==> src/rtl/brick_pkg.sv <==
// Shared state encoding and colour helpers for the brick field.
package brick_pkg;

  typedef enum logic [2:0] {
    S_IDLE,
    S_INIT,
    S_CHECK,
    S_LOWER,
    S_DRAW
  } state_t;

  localparam logic [2:0] BLACK  = 3'b000;
  localparam logic [2:0] RED    = 3'b100;
  localparam logic [2:0] YELLOW = 3'b110;
  localparam logic [2:0] GREEN  = 3'b010;

  function automatic logic [2:0] hits_to_colour(input logic [2:0] hits);
    logic [2:0] c;
    if (hits >= 3'd3)      c = GREEN;
    else if (hits == 3'd2) c = YELLOW;
    else if (hits == 3'd1) c = RED;
    else                   c = BLACK;
    return c;
  endfunction

endpackage

==> src/rtl/brick_pixel_scan.sv <==
// Walks one block's pixels in raster order; a start on the last pixel chains the
// next block without a gap.
module brick_pixel_scan #(
  parameter int COORD_W = 8,
  parameter int BLOCK_W = 8,
  parameter int BLOCK_H = 2
) (
  input  logic               i_clk,
  input  logic               i_rst,
  input  logic               i_start,
  input  logic [COORD_W-1:0] i_base_x,
  input  logic [COORD_W-1:0] i_base_y,
  output logic [COORD_W-1:0] o_x,
  output logic [COORD_W-1:0] o_y,
  output logic               o_plot,
  output logic               o_last
);

  localparam int NPIX  = BLOCK_W * BLOCK_H;
  localparam int CNT_W = (NPIX > 1) ? $clog2(NPIX) : 1;

  logic               r_active;
  logic [CNT_W-1:0]   r_cnt;
  logic [COORD_W-1:0] r_bx, r_by;
  logic [31:0]        w_cnt;

  assign w_cnt  = 32'(r_cnt);
  assign o_plot = r_active;
  assign o_last = r_active && (r_cnt == CNT_W'(NPIX - 1));
  // BLOCK_W is a power of two, so these reduce to a bit split of the counter.
  assign o_x    = r_bx + COORD_W'(w_cnt % BLOCK_W);
  assign o_y    = r_by + COORD_W'(w_cnt / BLOCK_W);

  always_ff @(posedge i_clk or posedge i_rst) begin
    if (i_rst) begin
      r_active <= 1'b0;
      r_cnt    <= '0;
      r_bx     <= '0;
      r_by     <= '0;
    end else if (i_start) begin
      r_active <= 1'b1;
      r_cnt    <= '0;
      r_bx     <= i_base_x;
      r_by     <= i_base_y;
    end else if (r_active) begin
      if (o_last) r_active <= 1'b0;
      else        r_cnt    <= r_cnt + CNT_W'(1);
    end
  end

endmodule

==> src/rtl/brick_field.sv <==
// N-block, multi-hit brick field: init, collision query, lower, and pixel streaming
// driven by one-cycle commands from the game FSM.
module brick_field
  import brick_pkg::*;
#(
  parameter int NUM_BLOCKS = 5,
  parameter int COORD_W    = 8,
  parameter int BLOCK_W    = 8,
  parameter int BLOCK_H    = 2,
  parameter int X_START    = 15,
  parameter int X_PITCH    = 30,
  parameter int Y_START    = 30,
  parameter int LOWER_STEP = 10,
  parameter int FLOOR_Y    = 108,
  parameter int MAX_HITS   = 3,
  localparam int HI_W      = (NUM_BLOCKS > 1) ? $clog2(NUM_BLOCKS) : 1
) (
  input  logic               clock,
  input  logic               reset,
  input  logic               init,
  input  logic               lower,
  input  logic               check_valid,
  input  logic [COORD_W-1:0] ball_x,
  input  logic [COORD_W-1:0] ball_y,
  input  logic               draw_start,
  output logic               busy,
  output logic               check_done,
  output logic               hit,
  output logic [HI_W-1:0]    hit_index,
  output logic [COORD_W-1:0] x,
  output logic [COORD_W-1:0] y,
  output logic [2:0]         colour,
  output logic               plot,
  output logic               draw_done,
  output logic               all_cleared,
  output logic               overrun
);

  localparam int IDX_W = $clog2(NUM_BLOCKS + 1);
  localparam logic [COORD_W:0] Y_MAX = {1'b0, {COORD_W{1'b1}}};

  state_t             r_state, w_next;
  logic [IDX_W-1:0]   r_idx;
  logic [HI_W-1:0]    w_sidx, r_cur, r_fidx, r_hit_index;
  logic [COORD_W-1:0] r_bx   [NUM_BLOCKS];
  logic [COORD_W-1:0] r_by   [NUM_BLOCKS];
  logic [2:0]         r_hits [NUM_BLOCKS];
  logic [COORD_W-1:0] r_ball_x, r_ball_y;
  logic               r_found, r_hit, r_check_done, r_draw_done, r_overrun, r_any_left;
  logic               w_idle, w_acc_init, w_acc_lower, w_acc_check, w_acc_draw;
  logic               w_in_range, w_last_blk, w_blk_hit, w_any_left, w_over, w_scan_start;
  logic [COORD_W-1:0] w_sx, w_sy;
  logic               w_plot, w_last;

  assign w_idle      = (r_state == S_IDLE);
  assign w_acc_init  = w_idle && init;
  assign w_acc_lower = w_idle && !init && lower;
  assign w_acc_check = w_idle && !init && !lower && check_valid;
  assign w_acc_draw  = w_idle && !init && !lower && !check_valid && draw_start;

  assign w_sidx     = r_idx[HI_W-1:0];
  assign w_in_range = (r_idx < IDX_W'(NUM_BLOCKS));
  assign w_last_blk = (r_idx == IDX_W'(NUM_BLOCKS));

  // Bounds use one extra bit so a block near the top of the range never wraps.
  always_comb begin
    w_blk_hit = 1'b0;
    if (w_in_range && (r_hits[w_sidx] != 3'd0))
      w_blk_hit = (r_ball_x >= r_bx[w_sidx]) &&
                  ({1'b0, r_ball_x} <= ({1'b0, r_bx[w_sidx]} + (COORD_W+1)'(BLOCK_W - 1))) &&
                  (r_ball_y >= r_by[w_sidx]) &&
                  ({1'b0, r_ball_y} <= ({1'b0, r_by[w_sidx]} + (COORD_W+1)'(BLOCK_H - 1)));
  end

  always_comb begin
    w_any_left = 1'b0;
    w_over     = 1'b0;
    for (int i = 0; i < NUM_BLOCKS; i++) begin
      if (r_hits[i] != 3'd0) begin
        w_any_left = 1'b1;
        if (({1'b0, r_by[i]} + (COORD_W+1)'(BLOCK_H - 1)) >= (COORD_W+1)'(FLOOR_Y))
          w_over = 1'b1;
      end
    end
  end

  always_comb begin
    w_next       = r_state;
    w_scan_start = 1'b0;
    case (r_state)
      S_IDLE: begin
        if (w_acc_init)       w_next = S_INIT;
        else if (w_acc_lower) w_next = S_LOWER;
        else if (w_acc_check) w_next = S_CHECK;
        else if (w_acc_draw)  w_next = S_DRAW;
      end
      S_INIT:  if (r_idx == IDX_W'(NUM_BLOCKS - 1)) w_next = S_IDLE;
      S_CHECK: if (w_last_blk) w_next = S_IDLE;
      S_LOWER: w_next = S_IDLE;
      S_DRAW: begin
        // r_idx is the next block to hand the scanner; chain on the last pixel.
        w_scan_start = !w_last_blk && (!w_plot || w_last);
        if (w_last_blk && w_last) w_next = S_IDLE;
      end
      default: w_next = S_IDLE;
    endcase
  end

  always_ff @(posedge clock or posedge reset) begin
    if (reset) r_state <= S_IDLE;
    else       r_state <= w_next;
  end

  always_ff @(posedge clock or posedge reset) begin
    if (reset) begin
      r_idx        <= '0;
      r_cur        <= '0;
      r_fidx       <= '0;
      r_found      <= 1'b0;
      r_hit        <= 1'b0;
      r_hit_index  <= '0;
      r_ball_x     <= '0;
      r_ball_y     <= '0;
      r_check_done <= 1'b0;
      r_draw_done  <= 1'b0;
      r_overrun    <= 1'b0;
      r_any_left   <= 1'b0;
      for (int i = 0; i < NUM_BLOCKS; i++) begin
        r_bx[i]   <= '0;
        r_by[i]   <= '0;
        r_hits[i] <= '0;
      end
    end else begin
      r_check_done <= 1'b0;
      r_draw_done  <= 1'b0;
      r_any_left   <= w_any_left;
      if (w_acc_init || (r_state == S_INIT)) r_overrun <= 1'b0;
      else if (w_over)                       r_overrun <= 1'b1;

      case (r_state)
        S_IDLE: begin
          r_idx <= '0;
          if (w_acc_init) begin
            r_hit       <= 1'b0;
            r_hit_index <= '0;
          end
          if (w_acc_check) begin
            r_ball_x <= ball_x;
            r_ball_y <= ball_y;
            r_found  <= 1'b0;
            r_fidx   <= '0;
          end
        end
        S_INIT: begin
          r_bx[w_sidx]   <= COORD_W'(X_START + int'(r_idx) * X_PITCH);
          r_by[w_sidx]   <= COORD_W'(Y_START);
          r_hits[w_sidx] <= 3'(MAX_HITS);
          r_idx          <= r_idx + IDX_W'(1);
        end
        S_CHECK: begin
          if (!w_last_blk) begin
            if (w_blk_hit && !r_found) begin
              r_found <= 1'b1;
              r_fidx  <= w_sidx;
            end
            r_idx <= r_idx + IDX_W'(1);
          end else begin
            if (r_found) r_hits[r_fidx] <= r_hits[r_fidx] - 3'd1;
            r_hit        <= r_found;
            r_hit_index  <= r_fidx;
            r_check_done <= 1'b1;
          end
        end
        S_LOWER: begin
          for (int i = 0; i < NUM_BLOCKS; i++) begin
            if (({1'b0, r_by[i]} + (COORD_W+1)'(LOWER_STEP)) > Y_MAX) r_by[i] <= '1;
            else r_by[i] <= r_by[i] + COORD_W'(LOWER_STEP);
          end
        end
        S_DRAW: begin
          if (w_scan_start) begin
            r_cur <= w_sidx;
            r_idx <= r_idx + IDX_W'(1);
          end
          if (w_last_blk && w_last) r_draw_done <= 1'b1;
        end
        default: ;
      endcase
    end
  end

  brick_pixel_scan #(
    .COORD_W (COORD_W),
    .BLOCK_W (BLOCK_W),
    .BLOCK_H (BLOCK_H)
  ) u_scan (
    .i_clk    (clock),
    .i_rst    (reset),
    .i_start  (w_scan_start),
    .i_base_x (r_bx[w_sidx]),
    .i_base_y (r_by[w_sidx]),
    .o_x      (w_sx),
    .o_y      (w_sy),
    .o_plot   (w_plot),
    .o_last   (w_last)
  );

  assign busy        = !w_idle;
  assign check_done  = r_check_done;
  assign hit         = r_hit;
  assign hit_index   = r_hit_index;
  assign plot        = w_plot;
  assign x           = w_plot ? w_sx : '0;
  assign y           = w_plot ? w_sy : '0;
  assign colour      = w_plot ? hits_to_colour(r_hits[r_cur]) : BLACK;
  assign draw_done   = r_draw_done;
  assign all_cleared = !r_any_left;
  assign overrun     = r_overrun;

endmodule

==> config.mk <==
export PLATFORM = sky130hd
export DESIGN_NAME = brick_field
export DESIGN_NICKNAME = d
export VERILOG_FILES = /design/src/rtl/brick_pkg.sv /design/src/rtl/brick_pixel_scan.sv /design/src/rtl/brick_field.sv
export SDC_FILE = /design/constraint.sdc
export NUM_CORES = 1
export LEC_CHECK = 0
export ABC_AREA = 1
export CORE_MARGIN = 2
export CORE_UTILIZATION = 30
export CTS_BUF_LIST = sky130_fd_sc_hd__clkbuf_8
export CTS_CLUSTER_SIZE = 8
export DETAILED_ROUTE_END_ITERATION = 16
export PLACE_DENSITY = 0.55
export SLEW_MARGIN = 5
export SYNTH_ARGS = -nofsm -noshare
export SYNTH_HDL_FRONTEND = slang
export SYNTH_SLANG_ARGS = --single-unit
==> constraint.sdc <==
create_clock -name clock -period 5.4 [get_ports clock]
set_clock_uncertainty 0.15 [all_clocks]
set_input_delay 1.08 -clock clock [delete_from_list [all_inputs] [get_ports clock]]
set_output_delay 1.08 -clock clock [all_outputs]
set_load 0.01 [all_outputs]
* After elaboration in Yosys (flattened, before gate mapping)
Index checks and enable logic that the tools add are counted.
Word-level totals: flip-flop bits (word level) 153, logic and storage cells 246
Operators by class: $add $sub $neg 23, multipliers 1, magnitude comparators 21, equality and inequality tests 20, muxes and demuxes 92, bitwise operators 9, reductions and logical operators 48
Operator list (number):
- $mux W8 | 12
- $pmux W40 S2 | 1
- $mux W3 | 26
- $add A8 B1 Y9 const B | 6
- $bmux W8 S3 | 2
- $add A8 B4 Y9 const B | 5
- $ge A9 B7 Y1 const B | 5
- $gt A9 B8 Y1 const B | 5
- $add A8 B4 Y8 const B | 5
- $bwmux W40 | 1
- $mux W1 | 31
- $mux W15 | 2
- $pmux W15 S2 | 1
- $bmux W3 S3 | 3
- $demux W8 S3 | 1
- $pmux W3 S4 | 2
- $and A20 B20 Y20 | 1
- $not A20 Y20 | 1
- $or A20 B20 Y20 | 1
- $demux W3 S3 | 2
- $le A8 B9 Y1 | 2
- $reduce_bool A3 Y1 | 6
- $logic_and A1 B1 Y1 | 17
- $ge A8 B8 Y1 | 2
- other kinds (35) | 74

* Logic depth before layout (Yosys ltp)
word-level depth 14, depth in mapped cells 26

* Hierarchy
From an unflattened synthesis, not the netlist that was laid out.
Unflattened totals: cell total of the unflattened synthesis 1389, area, all modules 10166.0 sq um
By module, submodules not included:
- brick_field | times used 1, cells an instance 1239, area each 8987.4 sq um, seq. area each 3303.2 sq um
- brick_pixel_scan | times used 1, cells an instance 150, area each 1178.6 sq um, seq. area each 525.5 sq um

* Least setup slack after synthesis
Ideal clock, no wire load.
path type register to register, start reg r_idx[0], end reg r_fidx[0], library setup time 117 ps, data arrival time 3010 ps, required time 5133 ps, setup slack 2123 ps, cell stages (with the launch flop) 23, path through dfrtp_1 buf_6 buf_6 buf_6 o21ai_0 o221ai_1 a22oi_2 inv_1 ha_1 nand2_1 nor2_2 nand3_1 xor2_1 ha_1 nand2_1 nor3_1 a21o_1 nor2_1 nor2_1 nand2_1 nand4_2 nand3_1 nand2_1
Between the ends: elaborated cells between the ends (all ways) 31
RTL lines:
- from (decl) | line brick_field.sv:43 | logic [IDX_W-1:0] r_idx;
- from (signal assigned) | line brick_field.sv:158 | r_idx <= r_idx + IDX_W'(1);
- from (signal assigned) | line brick_field.sv:166 | r_idx <= r_idx + IDX_W'(1);
- from (signal assigned) | line brick_field.sv:183 | r_idx <= r_idx + IDX_W'(1);
- $not A3 Y4 *
- $bmux W8 S3 *
- $mux W8 * (2 in a row)
- named net u_scan.i_base_y[0] | line brick_pixel_scan.sv:12 | input logic [COORD_W-1:0] i_base_y,
- $add A8 B1 Y9 / $ge A8 B8 Y1 (equally long branches) | line brick_field.sv:72, brick_field.sv:71
- $le A8 B9 Y1 / $logic_and A1 B1 Y1 (equally long branches) | line brick_field.sv:72, brick_field.sv:70
- $logic_and A1 B1 Y1 * | line brick_field.sv:71 | (r_ball_y >= r_by[w_sidx]) &&
- $mux W1 * | line brick_field.sv:68 | if (w_in_range && (r_hits[w_sidx] != 3'd0))
- $logic_and A1 B1 Y1 * | line brick_field.sv:162 | if (w_blk_hit && !r_found) begin
- $ne A2 B2 Y1 (no source line) *
- $reduce_and A4 Y1 (no source line) *
- to (signal assigned) | line brick_field.sv:164 | r_fidx <= w_sidx;
- to (decl) | line brick_field.sv:44 | logic [HI_W-1:0] w_sidx, r_cur, r_fidx, r_hit_index;
Mark *: on every way through the listed nets, which the timed path passes. The rest lies on a longest branch. The select of a mux whose other input is x is not followed. A chain may end at the register's enable or synchronous reset.

* Final worst setup path
start reg r_idx[1], end reg r_fidx[2]
The elaborated chain is that of the path after synthesis.

==> flow_metrics.tcl <==
set metrics [dict create \
    status "finished clean" \
    synthCells 1293 \
    post-place-ws_ns 1.216 \
    avgSynthCellArea_um2 7.700 \
    yosysWarningCount 0 \
    seq_area_frac_synth_pct 38.46 \
    worst-r2r-setup-slack_ns 1.20 \
    die_x_um 186.2 \
    hold_depth 2 \
    yosys-top-cells-area "dfrtp_1 38%, nand2_1 11%, ha_1 7.9%" \
    synth_seq_cells 153 \
    clock_latency_ns 0.49 \
    synth-edff-count 0 \
    area_delta_synth_final_pct 13.22 \
    cts_buffers 17 \
    leakage_nw 5.336 \
    clock_sinks 153 \
    grt_max_degree 88 \
    layout.cells.most_common "nand2_1" \
    finalSetupViolations 0 \
    fin_hold_ws_ns 0.3080 \
    yosysTopAreaCellShare_pct 38.46 \
    dpl_cell_area_mm2 0.01090 \
    drive_above_1_share_pct 6.519 \
    n_antenna_cell 0 \
    antenna_found_initial 0 \
    wl_per_cell_um 15.85 \
    rsz0062_at_grt "no" \
    layout.nets 1426 \
    final_antenna_net_count 0 \
    min_period_ns 4.196 \
    cp_max_fo 21 \
    grtUsageTotal_pct 17.12 \
    postCtsHoldBufs 0 \
    cts_tree "built" \
    grt_first_pass_wirelength_um 46150 \
    core_area_mm2 0.03262 \
    cp-start-kind "register" \
    dieArea_mm2 0.03466 \
    start_util_pct 30.52 \
    async_flop_share_pct 100.0 \
    crit_type "reg -> reg" \
    clock_path_buffers 2 \
    period_share_pct 77.70 \
    r2r-start "r_idx[1]" \
    worstSetupEndpointType "register" \
    cts_resized 0 \
    drc 0 \
    via_per_inst 4.908 \
    fin_area_mm2 0.01127 \
    fin_ws_ns 1.204 \
    ir_drop_mv 0.2242 \
    critPathRequiredTime_ns 5.64 \
    layout_common_cells "296 x nand2_1, 181 x inv_1, 153 x dfrtp_1" \
    fp.dieH_um 186.2 \
    routed_wl_um 28400 \
    power_density_mw_per_mm2 593.3 \
    fmax_mhz 238.3 \
    path_clk_slew_ns 0.10 \
    cap_violations 0 \
    io_buffer_count 49 \
    hold_end "r_bx[32]" \
    hold_class "reg -> reg" \
    slew_violations 0 \
    root_buffer "clkbuf_8" \
    worstRegToRegCells 21 \
    gr-total-overflow 0 \
    io_pins 51 \
    yosysTopAreaCell "dfrtp_1" \
    tightestPinTransition_ns 0.9277 \
    first_global_vias 8518 \
    post-cts-setup-buffers 0 \
    r2r_end "r_fidx[2]" \
    dr.pass1.iters 5 \
    hold_violations 0 \
    vias 8796 \
    cp.arrival_ns 4.44 \
    syn_nets 1382 \
    synthDistinctLibCells 59 \
    place.gp.congestion 0.8656 \
    max_slew_margin_pct 37.78 \
    syn_area_mm2 0.009956 \
    setup_tns_ns 0 \
    fp-row-count 66 \
    drtIter0Drc 742 \
    power_mw 6.687 \
    dpl.hpwl_um 21230 \
    min_from "r_bx[32]" \
    htree_levels 4 \
    synth-main-ff-cell "dfrtp_1" \
]
==> critical path, cell delays in order (launching register included) <==
cell     delay [ns]
dfrtp_1        0.70
nor2_2         0.59
nand2_1        0.21
inv_2          0.23
a22oi_2        0.18
inv_1          0.12
ha_1           0.19
nand2_1        0.07
nor2_2         0.13
nand3_1        0.10
xor2_1         0.15
ha_1           0.29
nand2_1        0.09
nor3_1         0.19
a21o_1         0.14
nor2_1         0.03
nor2_1         0.07
nand2_1        0.10
nand4_2        0.16
nand2_2        0.08
nand2_1        0.07
nand2_1        0.05
==> Yosys cell counts (3+ instances only) <==
library cell,n
nor4_1,6
o221ai_1,12
mux2_2,14
a31oi_1,5
o21bai_1,3
clkbuf_1,16
inv_2,4
nand3_1,70
nand2_1,296
buf_4,4
o31ai_1,6
buf_6,5
a22oi_1,9
inv_1,182
o22ai_1,17
a21oi_1,60
or2_2,5
a21oi_2,3
ha_1,63
o211ai_1,8
nor3_1,22
o2111ai_1,7
clkinv_1,3
nor2_1,82
dfrtp_1,153
buf_2,6
xor2_1,36
fa_1,4
o21ai_0,137
xnor2_1,8
nand2_2,4
nor2_2,4
nand4_1,8
==> metrics by stage <==
stage          utilization (%)  instances
3_5_place_dp             33.41       1760
2_1_floorplan                -       1293
4_1_cts                  34.56       1792
5_1_grt                  34.56       1792
6_report                 34.56       1792
3_3_place_gp             33.41       1760
==> logic make-up after synthesis <==
group / after synthesis / synth area share, %
buf+inv: 222 / 8.998
xor+xnor: 44 / 3.871
fa+ha+maj: 67 / 8.722
compound gates: 286 / 16.84
flops: 153 / 38.46
mux: 14 / 1.583
simple gates: 506 / 21.49
other cells: 1 / 0.03767
==> final cells by class <==
type	instances	area, um2
tap	442	553.0
multi-input combinational	918	5234
clock buffer	19	261.5
inverter	190	720.7
timing repair buffer	57	563.0
clock inverter	13	111.4
sequential	153	3829
fill	3459	21350
==> power breakdown <==
part | internal, mW | switching, mW | total, mW | leakage [nW]
registers | 1.54 | 0.482 | 2.02 | 1.91
clock network | 0.354 | 0.509 | 0.863 | 0.172
logic | 1.38 | 2.42 | 3.80 | 3.26
total | 3.27 | 3.42 | 6.69 | 5.34
==> routing by layer <==
metal	vias to the layer above	track usage [%]	share of wire [%]
met5	-	0	0
met4	0	4.724	1.2
met3	28	2.687	3.8
met2	190	28.34	47
met1	4216	23.23	48
li1	4362	-	-
==> worst max path at each step <==
stage          slack (ns)    endpoint      from  depth (start not counted)
4_1_cts              1.21   r_fidx[2]  r_idx[1]                         21
3_3_place_gp         1.30   r_fidx[0]  r_idx[1]                         20
5_1_grt              0.72   r_fidx[1]  r_idx[1]                         24
2_1_floorplan        0.05  check_done     reset                          1
3_5_place_dp         1.22   r_fidx[2]  r_idx[1]                         21
6_report             1.20   r_fidx[2]  r_idx[1]                         21
==> registers in the layout, indices dropped and copies added (netlist names), 3 cells and up <==
| name | count |
|---|---|
| u_scan.r_cnt | 4 |
| r_by | 40 |
| r_cur | 3 |
| hit_index | 3 |
| r_state | 3 |
| r_idx | 3 |
| u_scan.r_by | 8 |
| r_hits | 15 |
| r_ball_y | 8 |
| r_bx | 40 |
| r_ball_x | 8 |
| r_fidx | 3 |
| u_scan.r_bx | 8 |
No activity file was read; power rests on OpenSTA's default activity.
